===== src/rtl/exe_stage.sv =====
// exe_stage: execute stage with operand forwarding, shifter, ALU, status register and EX/MEM register.
module exe_stage (
  input  logic        clk,
  input  logic        rst,
  input  logic        freeze,
  input  logic        WB_EN_IN,
  input  logic        MEM_R_EN_IN,
  input  logic        MEM_W_EN_IN,
  input  logic        B_IN,
  input  logic        S_IN,
  input  logic        imm_IN,
  input  logic [3:0]  EXE_CMD_IN,
  input  logic [3:0]  SR_IN,
  input  logic [31:0] PC_IN,
  input  logic [31:0] Val_Rn_IN,
  input  logic [31:0] Val_Rm_IN,
  input  logic [11:0] Shift_operand_IN,
  input  logic [23:0] Signed_imm_24_IN,
  input  logic [3:0]  Dest_IN,
  input  logic [1:0]  Sel_Src1,
  input  logic [1:0]  Sel_Src2,
  input  logic [31:0] MEM_ALU_Res,
  input  logic [31:0] WB_Value,
  output logic        Branch_Taken,
  output logic [31:0] Branch_Address,
  output logic [3:0]  SR,
  output logic        WB_EN,
  output logic        MEM_R_EN,
  output logic        MEM_W_EN,
  output logic [31:0] ALU_Res,
  output logic [31:0] ST_Val,
  output logic [3:0]  Dest
);
  logic [31:0] op1, st_op, val2, asr, res;
  logic [63:0] imm_rot, reg_rot;
  logic [32:0] sum;
  logic [4:0]  amt;
  logic        is_add, is_sub, is_log, cin, c, v;
  logic [3:0]  flags;
  logic [3:0]  sr_q, sr_d, dest_q, dest_d;
  logic        wb_en_q, wb_en_d, mem_r_en_q, mem_r_en_d, mem_w_en_q, mem_w_en_d;
  logic [31:0] alu_res_q, alu_res_d, st_val_q, st_val_d;
  always_comb begin
    op1 = Sel_Src1 == 2'b01 ? MEM_ALU_Res : Sel_Src1 == 2'b10 ? WB_Value : Val_Rn_IN;
    st_op = Sel_Src2 == 2'b01 ? MEM_ALU_Res : Sel_Src2 == 2'b10 ? WB_Value : Val_Rm_IN;
    amt = Shift_operand_IN[11:7];
    imm_rot = {24'd0, Shift_operand_IN[7:0], 24'd0, Shift_operand_IN[7:0]} >> {Shift_operand_IN[11:8], 1'b0};
    reg_rot = {st_op, st_op} >> amt;
    asr = $signed(st_op) >>> amt;
    val2 = imm_IN ? imm_rot[31:0] :
           (MEM_R_EN_IN || MEM_W_EN_IN) ? {20'd0, Shift_operand_IN} :
           Shift_operand_IN[6:5] == 2'b00 ? st_op << amt :
           Shift_operand_IN[6:5] == 2'b01 ? st_op >> amt :
           Shift_operand_IN[6:5] == 2'b10 ? asr : reg_rot[31:0];
    is_add = EXE_CMD_IN == 4'b0010 || EXE_CMD_IN == 4'b0011;
    is_sub = EXE_CMD_IN == 4'b0100 || EXE_CMD_IN == 4'b0101;
    is_log = EXE_CMD_IN == 4'b0001 || EXE_CMD_IN == 4'b1001 || EXE_CMD_IN == 4'b0110 ||
             EXE_CMD_IN == 4'b0111 || EXE_CMD_IN == 4'b1000;
    // subtract is Op1 + ~Val2 + cin, so SBC's borrow (~C) becomes a carry-in of C
    cin = EXE_CMD_IN == 4'b0100 ? 1'b1 : (EXE_CMD_IN == 4'b0011 || EXE_CMD_IN == 4'b0101) ? SR_IN[1] : 1'b0;
    sum = {1'b0, op1} + {1'b0, is_sub ? ~val2 : val2} + {32'd0, cin};
    res = (is_add || is_sub) ? sum[31:0] :
          EXE_CMD_IN == 4'b0001 ? val2 :
          EXE_CMD_IN == 4'b1001 ? ~val2 :
          EXE_CMD_IN == 4'b0110 ? op1 & val2 :
          EXE_CMD_IN == 4'b0111 ? op1 | val2 :
          EXE_CMD_IN == 4'b1000 ? op1 ^ val2 : 32'd0;
    c = (is_add || is_sub) ? sum[32] : SR_IN[1];
    v = is_add ? (op1[31] == val2[31] && res[31] != op1[31]) :
        is_sub ? (op1[31] != val2[31] && res[31] != op1[31]) : SR_IN[0];
    flags = (is_add || is_sub || is_log) ? {res[31], res == 32'd0, c, v} : SR_IN;
    sr_d = (!freeze && S_IN) ? flags : sr_q;
    wb_en_d = freeze ? wb_en_q : WB_EN_IN;
    mem_r_en_d = freeze ? mem_r_en_q : MEM_R_EN_IN;
    mem_w_en_d = freeze ? mem_w_en_q : MEM_W_EN_IN;
    alu_res_d = freeze ? alu_res_q : res;
    st_val_d = freeze ? st_val_q : st_op;
    dest_d = freeze ? dest_q : Dest_IN;
  end
  always_ff @(posedge clk or negedge rst)
    if (!rst) begin
      sr_q <= '0;
      wb_en_q <= 1'b0;
      mem_r_en_q <= 1'b0;
      mem_w_en_q <= 1'b0;
      alu_res_q <= '0;
      st_val_q <= '0;
      dest_q <= '0;
    end else begin
      sr_q <= sr_d;
      wb_en_q <= wb_en_d;
      mem_r_en_q <= mem_r_en_d;
      mem_w_en_q <= mem_w_en_d;
      alu_res_q <= alu_res_d;
      st_val_q <= st_val_d;
      dest_q <= dest_d;
    end
  assign Branch_Taken = B_IN;
  assign Branch_Address = PC_IN + {{6{Signed_imm_24_IN[23]}}, Signed_imm_24_IN, 2'b00};
  assign SR = sr_q;
  assign WB_EN = wb_en_q;
  assign MEM_R_EN = mem_r_en_q;
  assign MEM_W_EN = mem_w_en_q;
  assign ALU_Res = alu_res_q;
  assign ST_Val = st_val_q;
  assign Dest = dest_q;
endmodule


===== config.mk =====
export PLATFORM = sky130hd
export DESIGN_NAME = exe_stage
export DESIGN_NICKNAME = d
export VERILOG_FILES = /design/src/rtl/exe_stage.sv
export SDC_FILE = /design/constraint.sdc
export NUM_CORES = 1
export LEC_CHECK = 0
export CAP_MARGIN = 20
export CORE_MARGIN = 1.5
export CORE_UTILIZATION = 35
export DETAILED_ROUTE_END_ITERATION = 8
export PLACE_DENSITY_LB_ADDON = 0.12
export SLEW_MARGIN = 20
export SYNTH_ARGS = -nofsm -noshare
export SYNTH_HDL_FRONTEND = slang
export SYNTH_SLANG_ARGS = --single-unit

===== constraint.sdc =====
create_clock -name clk -period 4.6 [get_ports clk]
set_clock_uncertainty 0.05 [all_clocks]
set_input_delay 0.92 -clock clk [delete_from_list [all_inputs] [get_ports clk]]
set_output_delay 0.92 -clock clk [all_outputs]
set_load 0.02 [all_outputs]

==> impl_metrics.toml <==
[clock_network]
ctsHoldBuffers = 0
cts_max_path_buffers = 2
cts_buffers = 9
cts_tree = "yes"
clk_pin_slew_worst_paths_ns = 0.09
clk_latency_ns = 0.40
cts-root-buf = "clkbuf_16"
htreeDepth = 3
cts_num_sinks = 75

[logic_synthesis]
yosys_warnings = 0
ys_seq_elements = 75
syn_inst = 2442
ys.flop_type = "dfrtp_1"
synth_area_per_cell_um2 = 7.73
synth_nets = 2790
ys_types = 104
synth_area_um2 = 18900
synth-edff-count = 0
synthArstFlopShare_pct = 100
synth-seq-area-share_pct = 9.94

[die]
die_y_um = 235
rows = 84
fp.dieW_um = 235
initial_utilization_pct = 35.7
die_area_um2 = 55400
core_area_um2 = 53000
num_io_pins = 329

[routing]
drt_first_iter_violations = 3644
antenna_left = 0
drc = 0
wl_per_cell_um = 30.6
vias = 27700
dr.pass1.iters = 9
routed_wl_mm = 133
viasPerCell = 6.35

[layout]
finalNetCount = 4012
layout-drive-gt1-share_pct = 44.6
area_delta_synth_final_pct = 73.5
mostFrequentLayoutCells = "1027 x buf_4, 242 x nand2_1, 227 x clkdlybuf4s50_1, 209 x nor2_1, 151 x a21oi_1"
final_area_um2 = 32800
finalNonFillerCells = 4362
mostFrequentLayoutCell = "buf_4"

[place]
portBuffers = 322
placement.setup.worst_slack_ns = -2.91
place_inst = 4248
place_congestion = 1.14
dpl.hpwl_mm = 108
place_area_um2 = 29900

[setup_path]
timing.critical_path.from = "Sel_Src2[1]"
arrival_ns = 6.86
critPathMaxFanout = 7
cpMostUsedCell = "buf_12"
cp-start-kind = "input pin"
cp_slowest_stage_delay_ns = 0.55
critPathBufInv = 3
worst_ep_required_time_ns = 4.88
r2r_start = "ALU_Res[23]"
path_class = "input pin to register"
slowest_stage = "or4_4"
path_delay_family = "compound AO/OA/AOI/OAI gates"
cp-end-kind = "register"

[timing]
period_needed_ns = 6.58
slew_headroom_pct = 17.2
finalSetupViolCount = 42
worst_pin_slew_ns = 1.23
period_share_pct = 143
fin_ws_ns = -1.98
rsz0062_at_grt = "yes"
setup_tns_ns = -49.95
final_hold_viol_count = 0
fmax_mhz = 152
drv_slew = 0

[grt]
grt_pass1_wl_mm = 187
overflow = 0
antenna_found_initial = 7
grtUsageTotal_pct = 45.9
grt_max_degree = 62
first_global_vias = 27100

[min_path]
hp-class = "register to register"
worstHoldStart = "ST_Val[10]"

[pwr]
vdd_drop_max_mv = 0.183
leakagePower_nw = 15.1
power_mw = 7.28
power.density_nw_per_um2 = 222

[job]
drv_cap = 0

[status]
violations = "negative setup slack"
status = "finished with violations"
registers in the layout (all words and copies together), names as in the netlist:
| signal | cells |
|---|---|
| SR | 4 |
| MEM_W_EN | 1 |
| Dest | 4 |
| ALU_Res | 32 |
| ST_Val | 32 |
| MEM_R_EN | 1 |
| WB_EN | 1 |
path summary, 6_finish.rpt:
path,end,slack [ns],cells past startpoint
worst max-delay path,SR[2],-1.98,26
max in group asynchronous,ALU_Res[28],2.92,2
worst min-delay path,ST_Val[10],0.43,2
worst min register to register,ST_Val[10],0.43,2
min in group asynchronous,ST_Val[26],0.52,1
worst max register to register,ALU_Res[23],3.72,2
per-layer routing:
metal	share of wire, %	wire length [µm]	vias to the layer above	track usage (%)
met5	0.014	19	-	0
li1	-	-	11700	-
met2	42	56500	2052	70.4
met3	11	15300	485	11.5
met1	38	51000	13400	57.4
met4	7.9	10500	2	29.5
through the flow:
step | hold WS [ns] | util (%)
floorplan | 0.534 | -
global placement | 0.408 | 56.5
detailed placement | 0.417 | 56.5
CTS | 0.438 | 60.2
global route | 0.452 | 61.9
finish | 0.435 | 61.9
tightest hold or removal path, delay by kind of cell (launching register included):
kind / cells / cell delay [ns]
AND/OR/NAND/NOR: 2 / 0.10
flip-flops: 1 / 0.36
final cells by class:
| cell class | instances | area [µm²] |
|---|---|---|
| clock buffer | 9 | 225 |
| timing repair buffer | 1396 | 11600 |
| fill | 4660 | 20200 |
| sequential | 75 | 1880 |
| antenna | 5 | 12.5 |
| clock inverter | 7 | 98.8 |
| inverter | 97 | 367 |
| tap | 688 | 861 |
| multi-input combinational | 2085 | 17700 |
cells in the mapped netlist (7+ instances only):
cell	instances	area share [%]
xnor2_1	55	2.6
a2bb2oi_1	7	0.32
nor2_1	220	4.4
mux4_2	76	9.1
inv_1	91	1.8
o31ai_1	23	0.91
o221ai_1	14	0.65
clkbuf_1	119	2.4
a21o_1	27	1.1
and2_1	22	0.73
o21bai_1	7	0.28
nor3_1	34	0.90
o311ai_0	9	0.42
a211o_1	9	0.42
o21ai_0	167	4.4
o211ai_1	31	1.2
a221oi_1	13	0.60
buf_1	22	0.44
buf_2	19	0.50
mux2i_1	153	8.1
a22o_1	8	0.37
a2111oi_0	10	0.46
buf_4	16	0.64
a21oi_1	194	5.1
or3_1	9	0.30
ha_1	124	8.2
o21a_1	44	1.7
nand2_1	247	4.9
nand3_1	35	0.93
mux2_2	120	7.2
nand4_1	10	0.33
dfrtp_1	75	9.9
a211oi_1	36	1.4
nor2b_1	18	0.60
or2_2	14	0.46
o22ai_1	58	1.9
xor2_1	30	1.4
a31oi_1	25	0.83
nor4_1	14	0.46
nand2b_1	22	0.73
a22oi_1	24	0.95
and3_1	18	0.60
report_power, final:
part | internal, mW | leakage [nW] | switching, mW
sequential | 0.757 | 0.917 | 0.0674
clock | 0.481 | 0.156 | 0.401
combinational | 2.63 | 14.0 | 2.94
total | 3.87 | 15.1 | 3.41
timing repair:
| action | in CTS | in global routing |
|---|---|---|
| gates resized for setup | 387 | 173 |
| setup endpoints to repair | 55 | 51 |
| pin swaps | 119 | 115 |
| setup buffers | 76 | 38 |
| hold endpoints to repair | 0 | 0 |
cell families (layout without fill, tap and decap cells):
kind of cell	count (synthesis)	after routing	synth area share, %
adders and majority gates	127	127	8.53
other	0	5	0
muxes	361	361	25.3
and+or+nand+nor	691	691	16.5
buffers and inverters	282	1509	6.59
DFF	75	75	9.94
xor gates and xnor gates	85	85	3.94
AOI/OAI and AO/OA	821	821	29.2
No activity file was read; power rests on OpenSTA's default activity.
